File: config.mk
export PLATFORM = sky130hd
export DESIGN_NAME = cdb_arbiter_flat
export DESIGN_NICKNAME = d
export VERILOG_FILES = /design/src/rtl/cdb_arbiter_pkg.sv /design/src/rtl/cdb_arbiter_if.sv /design/src/rtl/cdb_arbiter_result_fifo.sv /design/src/rtl/cdb_arbiter.sv /design/src/flat_wrapper.sv
export SDC_FILE = /design/constraint.sdc
export NUM_CORES = 1
export LEC_CHECK = 0
export CAP_MARGIN = 20
export CELL_PAD_IN_SITES_DETAIL_PLACEMENT = 0
export CELL_PAD_IN_SITES_GLOBAL_PLACEMENT = 1
export CORE_MARGIN = 2
export CORE_UTILIZATION = 30
export CTS_CLUSTER_DIAMETER = 40
export DETAILED_ROUTE_END_ITERATION = 12
export PLACE_DENSITY_LB_ADDON = 0.1
export SYNTH_ARGS = -nofsm -noshare
export SYNTH_HDL_FRONTEND = slang
export SYNTH_SLANG_ARGS = --single-unit
File: constraint.sdc
create_clock -name clk_100mhz -period 7.45 [get_ports clk_100mhz]
set_clock_uncertainty 0.2 [all_clocks]
set_input_delay 0.745 -clock clk_100mhz [delete_from_list [all_inputs] [get_ports clk_100mhz]]
set_output_delay 0.745 -clock clk_100mhz [all_outputs]
set_load 0.05 [all_outputs]
File: src/rtl/cdb_arbiter_pkg.sv
// -----------------------------------------------------------------------------
// cdb_arbiter_pkg
// Shared result/tag types for the common data bus and the reservation stations.
//   NUM_FU        - functional units feeding the CDB
//   TAG_W         - producer tag width: {station id[1:0], row[2:0]}
//   DATA_W        - signed result width
//   cdb_tag_t     - producer tag
//   TAG_NONE      - tag value meaning "no producer"
//   cdb_packet_t  - {tag, data} as queued per FU and broadcast on the bus
// -----------------------------------------------------------------------------
package cdb_arbiter_pkg;

  localparam int NUM_FU = 2;
  localparam int TAG_W  = 5;
  localparam int DATA_W = 32;

  typedef logic [TAG_W-1:0] cdb_tag_t;

  localparam cdb_tag_t TAG_NONE = '0;

  typedef struct packed {
    cdb_tag_t                  tag;
    logic signed [DATA_W-1:0]  data;
  } cdb_packet_t;

  // Round-robin successor of a granted index.
  function automatic int rr_next(input int idx, input int n);
    return (idx + 1) % n;
  endfunction

endpackage

File: src/rtl/cdb_arbiter_if.sv
// -----------------------------------------------------------------------------
// cdb_arbiter_if
// FU-to-arbiter result handshake plus the broadcast common data bus.
//   fu_valid_in  [NUM_FU]          per-FU result valid
//   fu_tag_in    [NUM_FU][TAG_W]   per-FU producer tag
//   fu_data_in   [NUM_FU][DATA_W]  per-FU signed result
//   fu_ready_out [NUM_FU]          per-FU buffer can accept
//   cdb_valid_out                  broadcast valid this cycle
//   cdb_tag_out / cdb_data_out     broadcast tag / signed result
//   cdb_src_out                    index of the FU being broadcast
// Modports: master = FU / bus-listener side, slave = arbiter side.
// -----------------------------------------------------------------------------
import cdb_arbiter_pkg::*;

interface cdb_arbiter_if #(
  parameter int NUM_FU = cdb_arbiter_pkg::NUM_FU,
  parameter int TAG_W  = cdb_arbiter_pkg::TAG_W,
  parameter int DATA_W = cdb_arbiter_pkg::DATA_W
);
  localparam int SRC_W = (NUM_FU > 1) ? $clog2(NUM_FU) : 1;

  logic [NUM_FU-1:0]             fu_valid_in;
  logic [NUM_FU-1:0][TAG_W-1:0]  fu_tag_in;
  logic [NUM_FU-1:0][DATA_W-1:0] fu_data_in;
  logic [NUM_FU-1:0]             fu_ready_out;
  logic                          cdb_valid_out;
  logic [TAG_W-1:0]              cdb_tag_out;
  logic signed [DATA_W-1:0]      cdb_data_out;
  logic [SRC_W-1:0]              cdb_src_out;

  modport master (
    output fu_valid_in, fu_tag_in, fu_data_in,
    input  fu_ready_out, cdb_valid_out, cdb_tag_out, cdb_data_out, cdb_src_out
  );

  modport slave (
    input  fu_valid_in, fu_tag_in, fu_data_in,
    output fu_ready_out, cdb_valid_out, cdb_tag_out, cdb_data_out, cdb_src_out
  );

endinterface

File: src/rtl/cdb_arbiter_result_fifo.sv
// -----------------------------------------------------------------------------
// result_fifo
// DEPTH-entry FIFO of cdb_packet_t for one functional unit.
//   clk, rst_n  clock / asynchronous active-low reset (flushes the queue)
//   i_push      enqueue i_pkt (ignored when full)
//   i_pkt       packet to enqueue
//   i_pop       dequeue head (ignored when empty)
//   o_head      current head packet (valid when o_count != 0)
//   o_count     occupancy 0..DEPTH
// -----------------------------------------------------------------------------
import cdb_arbiter_pkg::*;

module result_fifo #(
  parameter int DEPTH = 2,
  localparam int CNT_W = $clog2(DEPTH + 1)
) (
  input  logic              clk,
  input  logic              rst_n,
  input  logic              i_push,
  input  cdb_packet_t       i_pkt,
  input  logic              i_pop,
  output cdb_packet_t       o_head,
  output logic [CNT_W-1:0]  o_count
);
  localparam int PTR_W = (DEPTH > 1) ? $clog2(DEPTH) : 1;

  cdb_packet_t       r_mem [DEPTH];
  logic [PTR_W-1:0]  r_wr_ptr;
  logic [PTR_W-1:0]  r_rd_ptr;
  logic [CNT_W-1:0]  r_count;
  logic              w_do_push;
  logic              w_do_pop;

  // Pointers wrap at DEPTH so non-power-of-two depths stay in range.
  function automatic logic [PTR_W-1:0] ptr_inc(input logic [PTR_W-1:0] p);
    return (p == PTR_W'(DEPTH - 1)) ? '0 : p + 1'b1;
  endfunction

  // A push while full is dropped even if a pop happens in the same cycle;
  // the producer's ready is based on occupancy alone.
  assign w_do_push = i_push && (r_count != CNT_W'(DEPTH));
  assign w_do_pop  = i_pop  && (r_count != '0);

  // Payload storage carries no reset: occupancy alone says what is valid.
  always_ff @(posedge clk) begin
    if (w_do_push) begin
      r_mem[r_wr_ptr] <= i_pkt;
    end
  end

  always_ff @(posedge clk or negedge rst_n) begin
    if (!rst_n) begin
      r_wr_ptr <= '0;
      r_rd_ptr <= '0;
      r_count  <= '0;
    end else begin
      if (w_do_push) r_wr_ptr <= ptr_inc(r_wr_ptr);
      if (w_do_pop)  r_rd_ptr <= ptr_inc(r_rd_ptr);
      case ({w_do_push, w_do_pop})
        2'b10:   r_count <= r_count + 1'b1;
        2'b01:   r_count <= r_count - 1'b1;
        default: r_count <= r_count;
      endcase
    end
  end

  assign o_head  = r_mem[r_rd_ptr];
  assign o_count = r_count;

endmodule

File: src/rtl/cdb_arbiter.sv
// -----------------------------------------------------------------------------
// cdb_arbiter
// Buffers results from NUM_FU functional units (one result_fifo each) and
// broadcasts at most one per cycle on the common data bus, round-robin.
//   clk_100mhz  clock, all state on rising edge
//   sys_rst_n   asynchronous active-low reset
//   bus         cdb_arbiter_if.slave: FU inputs, fu_ready_out, cdb_* outputs
// A result pushed at edge k is popped/registered at edge k+1 at the earliest.
// -----------------------------------------------------------------------------
import cdb_arbiter_pkg::*;

module cdb_arbiter #(
  parameter int NUM_FU = cdb_arbiter_pkg::NUM_FU,
  parameter int DEPTH  = 2,
  parameter int DATA_W = cdb_arbiter_pkg::DATA_W,
  parameter int TAG_W  = cdb_arbiter_pkg::TAG_W
) (
  input  logic         clk_100mhz,
  input  logic         sys_rst_n,
  cdb_arbiter_if.slave bus
);
  localparam int SRC_W = (NUM_FU > 1) ? $clog2(NUM_FU) : 1;
  localparam int CNT_W = $clog2(DEPTH + 1);

  cdb_packet_t        w_push_pkt [NUM_FU];
  cdb_packet_t        w_head_pkt [NUM_FU];
  logic [CNT_W-1:0]   w_count    [NUM_FU];
  logic [NUM_FU-1:0]  w_ready;
  logic [NUM_FU-1:0]  w_push;
  logic [NUM_FU-1:0]  w_pop;
  logic               w_grant;
  logic [SRC_W-1:0]   w_grant_idx;
  logic [SRC_W-1:0]   w_cand;

  logic               r_cdb_valid;
  logic [TAG_W-1:0]   r_cdb_tag;
  logic [DATA_W-1:0]  r_cdb_data;
  logic [SRC_W-1:0]   r_cdb_src;
  logic [SRC_W-1:0]   r_rr_ptr;

  for (genvar gi = 0; gi < NUM_FU; gi++) begin : g_fu
    // Ready looks only at registered occupancy (no pop-to-ready path) and is
    // forced low while reset is asserted.
    assign w_ready[gi] = (w_count[gi] < CNT_W'(DEPTH)) && sys_rst_n;
    // Tag 0 carries no producer: silently discarded.
    assign w_push[gi]  = bus.fu_valid_in[gi] && w_ready[gi] &&
                         (bus.fu_tag_in[gi] != TAG_NONE);
    assign w_push_pkt[gi].tag  = bus.fu_tag_in[gi];
    assign w_push_pkt[gi].data = bus.fu_data_in[gi];

    result_fifo #(
      .DEPTH (DEPTH)
    ) u_fifo (
      .clk     (clk_100mhz),
      .rst_n   (sys_rst_n),
      .i_push  (w_push[gi]),
      .i_pkt   (w_push_pkt[gi]),
      .i_pop   (w_pop[gi]),
      .o_head  (w_head_pkt[gi]),
      .o_count (w_count[gi])
    );
  end

  // Scan FUs starting at r_rr_ptr; the first non-empty one wins.
  always_comb begin
    w_grant     = 1'b0;
    w_grant_idx = '0;
    w_cand      = '0;
    w_pop       = '0;
    for (int k = 0; k < NUM_FU; k++) begin
      w_cand = SRC_W'((int'(r_rr_ptr) + k) % NUM_FU);
      if (!w_grant && (w_count[w_cand] != '0)) begin
        w_grant     = 1'b1;
        w_grant_idx = w_cand;
      end
    end
    if (w_grant) begin
      w_pop[w_grant_idx] = 1'b1;
    end
  end

  always_ff @(posedge clk_100mhz or negedge sys_rst_n) begin
    if (!sys_rst_n) begin
      r_rr_ptr    <= '0;
      r_cdb_valid <= 1'b0;
      r_cdb_tag   <= '0;
      r_cdb_data  <= '0;
      r_cdb_src   <= '0;
    end else begin
      r_cdb_valid <= w_grant;
      if (w_grant) begin
        r_cdb_tag  <= w_head_pkt[w_grant_idx].tag;
        r_cdb_data <= w_head_pkt[w_grant_idx].data;
        r_cdb_src  <= w_grant_idx;
        r_rr_ptr   <= SRC_W'(rr_next(int'(w_grant_idx), NUM_FU));
      end else begin
        // Idle bus is driven to all zeros.
        r_cdb_tag  <= '0;
        r_cdb_data <= '0;
        r_cdb_src  <= '0;
      end
    end
  end

  assign bus.fu_ready_out  = w_ready;
  assign bus.cdb_valid_out = r_cdb_valid;
  assign bus.cdb_tag_out   = r_cdb_tag;
  assign bus.cdb_data_out  = r_cdb_data;
  assign bus.cdb_src_out   = r_cdb_src;

endmodule

File: src/flat_wrapper.sv
// flat-port wrapper written by rule: the top's interface ports become plain ports
module cdb_arbiter_flat 
#(
  parameter int NUM_FU = cdb_arbiter_pkg::NUM_FU,
  parameter int DEPTH  = 2,
  parameter int DATA_W = cdb_arbiter_pkg::DATA_W,
  parameter int TAG_W  = cdb_arbiter_pkg::TAG_W
)
  (clk_100mhz, sys_rst_n, bus_fu_valid_in, bus_fu_tag_in, bus_fu_data_in, bus_fu_ready_out, bus_cdb_valid_out, bus_cdb_tag_out, bus_cdb_data_out, bus_cdb_src_out);
  cdb_arbiter_if #(.NUM_FU(NUM_FU), .TAG_W(TAG_W), .DATA_W(DATA_W)) bus_i ();
  input  logic clk_100mhz;
  input  logic sys_rst_n;
  input wire logic [$bits(bus_i.fu_valid_in)-1:0] bus_fu_valid_in;
  input wire logic [$bits(bus_i.fu_tag_in)-1:0] bus_fu_tag_in;
  input wire logic [$bits(bus_i.fu_data_in)-1:0] bus_fu_data_in;
  output wire logic [$bits(bus_i.fu_ready_out)-1:0] bus_fu_ready_out;
  output wire logic [$bits(bus_i.cdb_valid_out)-1:0] bus_cdb_valid_out;
  output wire logic [$bits(bus_i.cdb_tag_out)-1:0] bus_cdb_tag_out;
  output wire logic [$bits(bus_i.cdb_data_out)-1:0] bus_cdb_data_out;
  output wire logic [$bits(bus_i.cdb_src_out)-1:0] bus_cdb_src_out;
  assign bus_i.fu_valid_in = bus_fu_valid_in;
  assign bus_i.fu_tag_in = bus_fu_tag_in;
  assign bus_i.fu_data_in = bus_fu_data_in;
  assign bus_fu_ready_out = bus_i.fu_ready_out;
  assign bus_cdb_valid_out = bus_i.cdb_valid_out;
  assign bus_cdb_tag_out = bus_i.cdb_tag_out;
  assign bus_cdb_data_out = bus_i.cdb_data_out;
  assign bus_cdb_src_out = bus_i.cdb_src_out;
  cdb_arbiter #(.NUM_FU(NUM_FU), .DEPTH(DEPTH), .DATA_W(DATA_W), .TAG_W(TAG_W)) u_core (.clk_100mhz(clk_100mhz), .sys_rst_n(sys_rst_n), .bus(bus_i));
endmodule
==> run_summary.xml, run 1 <==
<?xml version="1.0" encoding="UTF-8"?>
<metrics>
  <group name="worst_hold_path">
    <metric name="hold_path_class" unit="">in2async</metric>
  </group>
  <group name="worst_setup_path">
    <metric name="timing.critical_path.fanout_max" unit="">50</metric>
    <metric name="r2r_start" unit="">u_core.g_fu[0].u_fifo.o_count[1]$_DFFE_PN0P_</metric>
    <metric name="start_kind" unit="">primary input</metric>
    <metric name="worst_setup_path_end_kind" unit="">primary output</metric>
    <metric name="rr_endpoint" unit="">u_core.g_fu[0].u_fifo.o_count[1]$_DFFE_PN0P_</metric>
    <metric name="setup.worst_path.class" unit="">in2out</metric>
    <metric name="setup.reg_to_reg.worst_slack" unit="ns">4.80</metric>
    <metric name="required" unit="ns">6.50</metric>
    <metric name="r2r.worst_path.cells" unit="">6</metric>
    <metric name="critPathArrivalTime" unit="ns">2.61</metric>
  </group>
  <group name="sta">
    <metric name="max_slew_margin" unit="">0.403</metric>
    <metric name="finalSetupViolCount" unit="">0</metric>
    <metric name="unrepaired_setup_endpoints_after_global_routing" unit="">false</metric>
    <metric name="final_min_period_over_clock_period" unit="">0.477</metric>
    <metric name="highest_clock_rate" unit="MHz">282</metric>
    <metric name="finalSetupTns" unit="ns">0</metric>
    <metric name="finalWorstPathRequiredPeriod" unit="ns">3.55</metric>
    <metric name="final.setup.worst_slack" unit="ns">3.90</metric>
    <metric name="final_slew_violations" unit="">0</metric>
    <metric name="max_slew.worst_pin.slew" unit="ns">0.895</metric>
    <metric name="final-hold-violation-count" unit="">0</metric>
  </group>
  <group name="routing">
    <metric name="detail_route.drc_violations" unit="">0</metric>
    <metric name="vias_per_cell" unit="">4.30</metric>
    <metric name="routed_wl" unit="um">14800</metric>
    <metric name="drt_pass1_iterations" unit="">4</metric>
    <metric name="dr_total_vias" unit="">3517</metric>
    <metric name="detail_route.iter0.violations" unit="">159</metric>
    <metric name="post_drt_wl_per_cell" unit="um">18.0</metric>
    <metric name="antenna_left" unit="">0</metric>
  </group>
  <group name="pwr">
    <metric name="internal_power" unit="mW">2.40</metric>
    <metric name="net-switching-power" unit="mW">1.36</metric>
    <metric name="share_comb_of_total_power" unit="">0.364</metric>
    <metric name="p_leak" unit="nW">3.32</metric>
    <metric name="clockPowerShare" unit="">0.227</metric>
    <metric name="peakVddDrop" unit="mV">0.128</metric>
    <metric name="switching_fraction_of_total_power" unit="">0.362</metric>
    <metric name="powerDensity" unit="mW/mm^2">410</metric>
    <metric name="seq_power_share" unit="">0.409</metric>
    <metric name="finalPower" unit="mW">3.77</metric>
  </group>
  <group name="yosys">
    <metric name="synth_area_leaders" unit="">sky130_fd_sc_hd__edfxtp_1, sky130_fd_sc_hd__dfrtp_1, sky130_fd_sc_hd__mux2i_1, sky130_fd_sc_hd__o22ai_1, sky130_fd_sc_hd__xnor2_1</metric>
    <metric name="post_synth_edffs" unit="">148</metric>
    <metric name="netlist.area_leader.share" unit="">0.633</metric>
    <metric name="ys.flop_type" unit="">sky130_fd_sc_hd__edfxtp_1</metric>
    <metric name="synth.distinct_cells" unit="">22</metric>
    <metric name="synth_top_cell_by_area" unit="">sky130_fd_sc_hd__edfxtp_1</metric>
    <metric name="synth.cell_area" unit="mm^2">0.00702</metric>
    <metric name="top_cells_by_count_synth" unit="">sky130_fd_sc_hd__edfxtp_1, sky130_fd_sc_hd__mux2i_1, sky130_fd_sc_hd__dfrtp_1</metric>
    <metric name="asyncSetResetFlopFracSynth" unit="">0.245</metric>
    <metric name="post_synth.cell_area_avg" unit="um^2">19.4</metric>
    <metric name="synth.yosys.warnings" unit="">0</metric>
    <metric name="synth.yosys.seq_area_share" unit="">0.804</metric>
    <metric name="syn-instance-count" unit="">362</metric>
    <metric name="ys_ff_latch" unit="">196</metric>
    <metric name="syn_nets" unit="">442</metric>
    <metric name="yosys.cell_count.top_type" unit="">sky130_fd_sc_hd__edfxtp_1</metric>
  </group>
  <group name="global_route">
    <metric name="grt_max_degree" unit="">51</metric>
    <metric name="grt_overflow_total" unit="">0</metric>
    <metric name="first_global_vias" unit="">3716</metric>
    <metric name="track_usage" unit="">0.125</metric>
    <metric name="grt_pass1_wl" unit="um">21900</metric>
    <metric name="grt_antenna_before_repair" unit="">1</metric>
  </group>
  <group name="floorplan">
    <metric name="die_height" unit="um">157</metric>
    <metric name="io_pins" unit="">119</metric>
    <metric name="die_w" unit="um">157</metric>
    <metric name="placement_rows" unit="">55</metric>
    <metric name="effective_utilization_at_floorplan" unit="">0.308</metric>
    <metric name="die_footprint" unit="mm^2">0.0246</metric>
    <metric name="core-area" unit="mm^2">0.0228</metric>
  </group>
  <group name="final_layout">
    <metric name="area.sequential" unit="mm^2">0.00565</metric>
    <metric name="final.fill_count" unit="">2067</metric>
    <metric name="drive_gt1_frac" unit="">0.0992</metric>
    <metric name="multi_input_area" unit="mm^2">0.00129</metric>
    <metric name="utilization" unit="">0.404</metric>
    <metric name="fin_cells" unit="">818</metric>
    <metric name="area_delta_synth_final" unit="%">31.0</metric>
    <metric name="design.final.nets" unit="">571</metric>
  </group>
  <group name="clock_network">
    <metric name="clock_insertion_delay_worst_skew" unit="ns">0.42</metric>
    <metric name="h-tree-depth" unit="">4</metric>
    <metric name="cts_buffer_count" unit="">17</metric>
    <metric name="tritoncts" unit="">done</metric>
    <metric name="post_cts_hold_buffer_count" unit="">0</metric>
    <metric name="clk_path_buf_depth" unit="">2</metric>
    <metric name="clock_tree.root_cell" unit="">sky130_fd_sc_hd__clkbuf_16</metric>
    <metric name="worst_setup_hold_path_clk_slew" unit="ns">0.06</metric>
    <metric name="post_cts_resize_count" unit="">0</metric>
    <metric name="cts_post_setup_buffers_inserted" unit="">0</metric>
    <metric name="tritoncts_num_sinks" unit="">196</metric>
  </group>
  <group name="placement">
    <metric name="dpl.cell_count" unit="">785</metric>
    <metric name="routabilityCongestion" unit="">0.668</metric>
    <metric name="final_hpwl_dp" unit="um">9320</metric>
    <metric name="place_ws" unit="ns">3.81</metric>
    <metric name="port_buffers" unit="">118</metric>
  </group>
  <group name="run">
    <metric name="max_cap_viol_count" unit="">0</metric>
  </group>
  <group name="outcome">
    <metric name="run_status" unit="">finished, final reports clean</metric>
  </group>
</metrics>
## kinds of logic after synthesis
| family | share of synthesized area |
|---|---|
| AOI/OAI and AO/OA | 0.0446 |
| muxes | 0.106 |
| and+or+nand+nor | 0.0112 |
| buffers and inverters | 0.0184 |
| adders and majority gates | 0.00356 |
| DFF | 0.804 |
| xor gates and xnor gates | 0.0125 |
## flip-flops by register name, indices dropped and copies added (netlist names)
name / cells
u_core.bus.cdb_data_out: 32
u_core.bus.cdb_src_out: 1
u_core.bus.cdb_tag_out: 5
u_core.bus.cdb_valid_out: 1
u_core.g_fu.u_fifo.o_count: 4
u_core.g_fu.u_fifo.r_mem: 148
u_core.g_fu.u_fifo.r_rd_ptr: 2
u_core.g_fu.u_fifo.r_wr_ptr: 2
u_core.r_rr_ptr: 1
## power groups by stage
stage          Sequential (mW)  Combinational, mW  Clock [mW]
3_5_place_dp              1.57               1.40           0
4_1_cts                   1.55               1.40       0.886
6_report                  1.54               1.37       0.855
5_1_grt                   1.57               1.46       0.926
3_3_place_gp              1.61               1.34           0
2_1_floorplan             1.87              0.616           0
## critical path, cell delays in order
cell	delay, ns
sky130_fd_sc_hd__buf_2	0.07
sky130_fd_sc_hd__buf_4	0.57
sky130_fd_sc_hd__nor2b_1	0.35
sky130_fd_sc_hd__clkdlybuf4s50_1	0.86
## worst max-delay path by stage
| stage | startpoint | endpoint | slack, ns | depth (start not counted) |
|---|---|---|---|---|
| after floorplan | sys_rst_n | u_core.g_fu[0].u_fifo.r_mem[0][0]$_DFFE_PP_ | 3.43 | 3 |
| after CTS | sys_rst_n | bus_fu_ready_out[1] | 3.81 | 4 |
| final | sys_rst_n | bus_fu_ready_out[1] | 3.90 | 4 |
| after global routing | sys_rst_n | bus_fu_ready_out[0] | 3.73 | 4 |
| after global placement | sys_rst_n | bus_fu_ready_out[1] | 3.86 | 4 |
| after detailed placement | sys_rst_n | bus_fu_ready_out[1] | 3.81 | 4 |
## stage by stage
stage / area [um^2] / hold WS (ns)
after floorplan: 7020 / 0.249
after global placement: 8560 / 0.308
after detailed placement: 8630 / 0.313
after CTS: 9190 / 0.277
after global routing: 9190 / 0.308
final: 9190 / 0.262
## cells in the final DEF, fill, tap and decap left out, types with 3 or more instances in the layout
cell type | Yosys | layout
sky130_fd_sc_hd__buf_4 | 2 | 5
sky130_fd_sc_hd__clkbuf_16 | 0 | 17
sky130_fd_sc_hd__clkbuf_8 | 0 | 3
sky130_fd_sc_hd__clkdlybuf4s50_1 | 0 | 117
sky130_fd_sc_hd__clkinv_2 | 0 | 4
sky130_fd_sc_hd__dfrtp_1 | 48 | 46
sky130_fd_sc_hd__edfxtp_1 | 148 | 148
sky130_fd_sc_hd__inv_1 | 5 | 5
sky130_fd_sc_hd__mux2i_1 | 74 | 74
sky130_fd_sc_hd__nor2_1 | 8 | 4
sky130_fd_sc_hd__nor2_4 | 0 | 4
sky130_fd_sc_hd__o21ai_0 | 3 | 3
sky130_fd_sc_hd__o22ai_1 | 34 | 34
sky130_fd_sc_hd__xnor2_1 | 8 | 8
## layout make-up
cell class,instances,share of cell area
antenna,1,0.000272
clock buffer,22,0.0516
clock inverter,10,0.00885
inverter,5,0.00204
multi-input combinational,145,0.140
sequential,196,0.614
tap,313,0.0426
timing repair buffer,126,0.140
## routing by layer
metal | share of wire | vias up | global-route usage
li1 | - | 1660 | -
met5 | 0 | - | 0
met3 | 0.039 | 16 | 0.0314
met4 | 0.016 | 0 | 0.0498
met1 | 0.45 | 1763 | 0.156
met2 | 0.50 | 78 | 0.208
Note: power is estimated with default switching activity, not from simulation.
==> run 2: changes to the inputs <==
==> constraint.sdc (replaced) <==
create_clock -name clk_100mhz -period 3.5 [get_ports clk_100mhz]
set_clock_uncertainty 0.2 [all_clocks]
set_input_delay 0.35 -clock clk_100mhz [delete_from_list [all_inputs] [get_ports clk_100mhz]]
set_output_delay 0.35 -clock clk_100mhz [all_outputs]
set_load 0.05 [all_outputs]
==> run_summary.xml, run 2 (synthesis gave the netlist of run 1 again) <==
<?xml version="1.0" encoding="UTF-8"?>
<metrics>
  <group name="outcome">
    <metric name="run_status" unit="">finished, final reports clean</metric>
  </group>
  <group name="routing">
    <metric name="detail_route.drc_violations" unit="">0</metric>
    <metric name="dr_total_vias" unit="">3504</metric>
    <metric name="detail_route.iter0.violations" unit="">182</metric>
    <metric name="drt_pass1_iterations" unit="">4</metric>
    <metric name="vias_per_cell" unit="">4.27</metric>
    <metric name="post_drt_wl_per_cell" unit="um">18.2</metric>
    <metric name="routed_wl" unit="um">14900</metric>
    <metric name="antenna_left" unit="">0</metric>
  </group>
  <group name="floorplan">
    <metric name="placement_rows" unit="">55</metric>
    <metric name="core-area" unit="mm^2">0.0228</metric>
    <metric name="die_footprint" unit="mm^2">0.0246</metric>
    <metric name="die_w" unit="um">157</metric>
    <metric name="die_height" unit="um">157</metric>
    <metric name="io_pins" unit="">119</metric>
    <metric name="effective_utilization_at_floorplan" unit="">0.308</metric>
  </group>
  <group name="pwr">
    <metric name="clockPowerShare" unit="">0.250</metric>
    <metric name="powerDensity" unit="mW/mm^2">889</metric>
    <metric name="peakVddDrop" unit="mV">0.370</metric>
    <metric name="switching_fraction_of_total_power" unit="">0.355</metric>
    <metric name="share_comb_of_total_power" unit="">0.352</metric>
    <metric name="net-switching-power" unit="mW">2.92</metric>
    <metric name="p_leak" unit="nW">3.36</metric>
    <metric name="internal_power" unit="mW">5.31</metric>
    <metric name="seq_power_share" unit="">0.398</metric>
  </group>
  <group name="placement">
    <metric name="routabilityCongestion" unit="">0.663</metric>
    <metric name="place_ws" unit="ns">0.810</metric>
    <metric name="port_buffers" unit="">118</metric>
    <metric name="final_hpwl_dp" unit="um">9770</metric>
  </group>
  <group name="clock_network">
    <metric name="clock_tree.root_cell" unit="">sky130_fd_sc_hd__clkbuf_16</metric>
    <metric name="clk_path_buf_depth" unit="">2</metric>
    <metric name="h-tree-depth" unit="">4</metric>
    <metric name="tritoncts_num_sinks" unit="">196</metric>
    <metric name="clock_insertion_delay_worst_skew" unit="ns">0.42</metric>
    <metric name="cts_buffer_count" unit="">17</metric>
    <metric name="tritoncts" unit="">done</metric>
    <metric name="worst_setup_hold_path_clk_slew" unit="ns">0.07</metric>
  </group>
  <group name="global_route">
    <metric name="grt_pass1_wl" unit="um">22600</metric>
    <metric name="grt_max_degree" unit="">40</metric>
    <metric name="track_usage" unit="">0.129</metric>
    <metric name="first_global_vias" unit="">3820</metric>
    <metric name="grt_overflow_total" unit="">0</metric>
    <metric name="grt_antenna_before_repair" unit="">1</metric>
  </group>
  <group name="sta">
    <metric name="final_slew_violations" unit="">0</metric>
    <metric name="final.setup.worst_slack" unit="ns">0.502</metric>
    <metric name="finalSetupTns" unit="ns">0</metric>
    <metric name="hold-worst-slack" unit="ns">0.202</metric>
    <metric name="finalSetupViolCount" unit="">0</metric>
    <metric name="finalWorstPathRequiredPeriod" unit="ns">3.00</metric>
    <metric name="highest_clock_rate" unit="MHz">334</metric>
    <metric name="unrepaired_setup_endpoints_after_global_routing" unit="">false</metric>
    <metric name="final_min_period_over_clock_period" unit="">0.857</metric>
    <metric name="max_slew.worst_pin.slew" unit="ns">0.740</metric>
    <metric name="final-hold-violation-count" unit="">0</metric>
    <metric name="max_slew_margin" unit="">0.507</metric>
  </group>
  <group name="final_layout">
    <metric name="area_delta_synth_final" unit="%">31.9</metric>
    <metric name="largest_register_ff_count" unit="">148</metric>
    <metric name="final.fill_count" unit="">2054</metric>
    <metric name="layout_common_cells" unit="">sky130_fd_sc_hd__edfxtp_1, sky130_fd_sc_hd__clkdlybuf4s50_1, sky130_fd_sc_hd__mux2i_1</metric>
    <metric name="drive_gt1_frac" unit="">0.107</metric>
    <metric name="most_common_library_cell_in_the_layout_ignoring_fill_and_taps" unit="">sky130_fd_sc_hd__edfxtp_1</metric>
    <metric name="design.final.nets" unit="">573</metric>
    <metric name="registers.top_by_ff_count" unit="">u_core.g_fu.u_fifo.r_mem</metric>
  </group>
  <group name="worst_setup_path">
    <metric name="cp_num_buf_inv" unit="">3</metric>
    <metric name="worstPathCellList" unit="">dlygate4sd3_1 -&gt; buf_2 -&gt; nor2b_1 -&gt; clkdlybuf4s50_1</metric>
    <metric name="crit_path_top_delay_cell" unit="">sky130_fd_sc_hd__clkdlybuf4s50_1</metric>
    <metric name="required" unit="ns">2.95</metric>
    <metric name="setup.worst_path.class" unit="">in2out</metric>
    <metric name="setup.reg_to_reg.worst_slack" unit="ns">1.19</metric>
    <metric name="timing.critical_path.fanout_max" unit="">17</metric>
    <metric name="cell_family_contributing_the_most_delay_on_the_critical_path" unit="">buffers and inverters</metric>
    <metric name="crit_path_max_incr_delay" unit="ns">0.86</metric>
    <metric name="critPathArrivalTime" unit="ns">2.45</metric>
    <metric name="start_kind" unit="">primary input</metric>
    <metric name="worst_setup_path_end_kind" unit="">primary output</metric>
  </group>
  <group name="worst_hold_path">
    <metric name="hold_path_class" unit="">in2async</metric>
  </group>
  <group name="run">
    <metric name="max_cap_viol_count" unit="">0</metric>
  </group>
</metrics>
## run 2: repair_timing
action                                 CTS  global route
endpoints found under the hold margin   14             0
setup buffers                            0             0
gates resized for setup                  0             0
hold buffers                             1             0
## run 2: layout make-up
type | instances | area (um^2) | share of cell area
timing repair buffer | 128 | 1280 | 0.138
antenna | 1 | 2.50 | 0.000270
sequential | 196 | 5650 | 0.610
multi-input combinational | 145 | 1290 | 0.139
clock buffer | 20 | 457 | 0.0493
clock inverter | 12 | 176 | 0.0191
inverter | 5 | 18.8 | 0.00203
tap | 313 | 392 | 0.0423
## run 2: path summary, 6_finish.rpt
| path | start | to | cells after the start |
|---|---|---|---|
| min reg2reg | u_core.g_fu[0].u_fifo.o_count[1]$_DFFE_PN0P_ | u_core.g_fu[0].u_fifo.o_count[1]$_DFFE_PN0P_ | 1 |
| min | sys_rst_n | u_core.bus.cdb_data_out[25]$_DFF_PN0_ | 2 |
| min in group clk_100mhz | bus_fu_data_in[29] | u_core.g_fu[0].u_fifo.r_mem[0][29]$_DFFE_PP_ | 1 |
| max in group asynchronous | sys_rst_n | u_core.g_fu[0].u_fifo.r_rd_ptr$_DFFE_PN0P_ | 3 |
| max | sys_rst_n | bus_fu_ready_out[1] | 4 |
| max reg2reg | u_core.g_fu[0].u_fifo.o_count[1]$_DFFE_PN0P_ | u_core.g_fu[0].u_fifo.o_count[1]$_DFFE_PN0P_ | 6 |
## run 2: power by group through the flow
stage                     clock network (mW)  registers (mW)  logic (mW)
after CTS                               2.12            3.29        2.98
after global routing                    2.22            3.34        3.12
final                                   2.06            3.28        2.90
after global placement                     0            3.33        2.95
after detailed placement                   0            3.34        2.97
after floorplan                            0            3.98        1.31
## run 2: metal layers
metal / track usage / part of all wire
met1: 0.160 / 0.43
met2: 0.218 / 0.52
met3: 0.0369 / 0.039
met4: 0.0380 / 0.0095
met5: 0 / 0
## run 2: per-stage QoR
step | utilization | power (mW) | area [um^2] | cells
2_1_floorplan | - | 5.29 | 7020 | 362
3_3_place_gp | 0.376 | 6.28 | 8570 | 784
3_5_place_dp | 0.378 | 6.31 | 8610 | 786
4_1_cts | 0.406 | 8.39 | 9260 | 819
5_1_grt | 0.406 | 8.68 | 9260 | 819
6_report | 0.407 | 8.23 | 9260 | 820
## run 2: worst reg2reg max path, stage by stage (launching register included)
cell	delay (ns)
sky130_fd_sc_hd__dfrtp_1	0.41
sky130_fd_sc_hd__nor2_1	0.41
sky130_fd_sc_hd__a21o_2	0.50
sky130_fd_sc_hd__inv_1	0.09
sky130_fd_sc_hd__ha_1	0.32
sky130_fd_sc_hd__nor2_1	0.14
sky130_fd_sc_hd__xor2_1	0.16
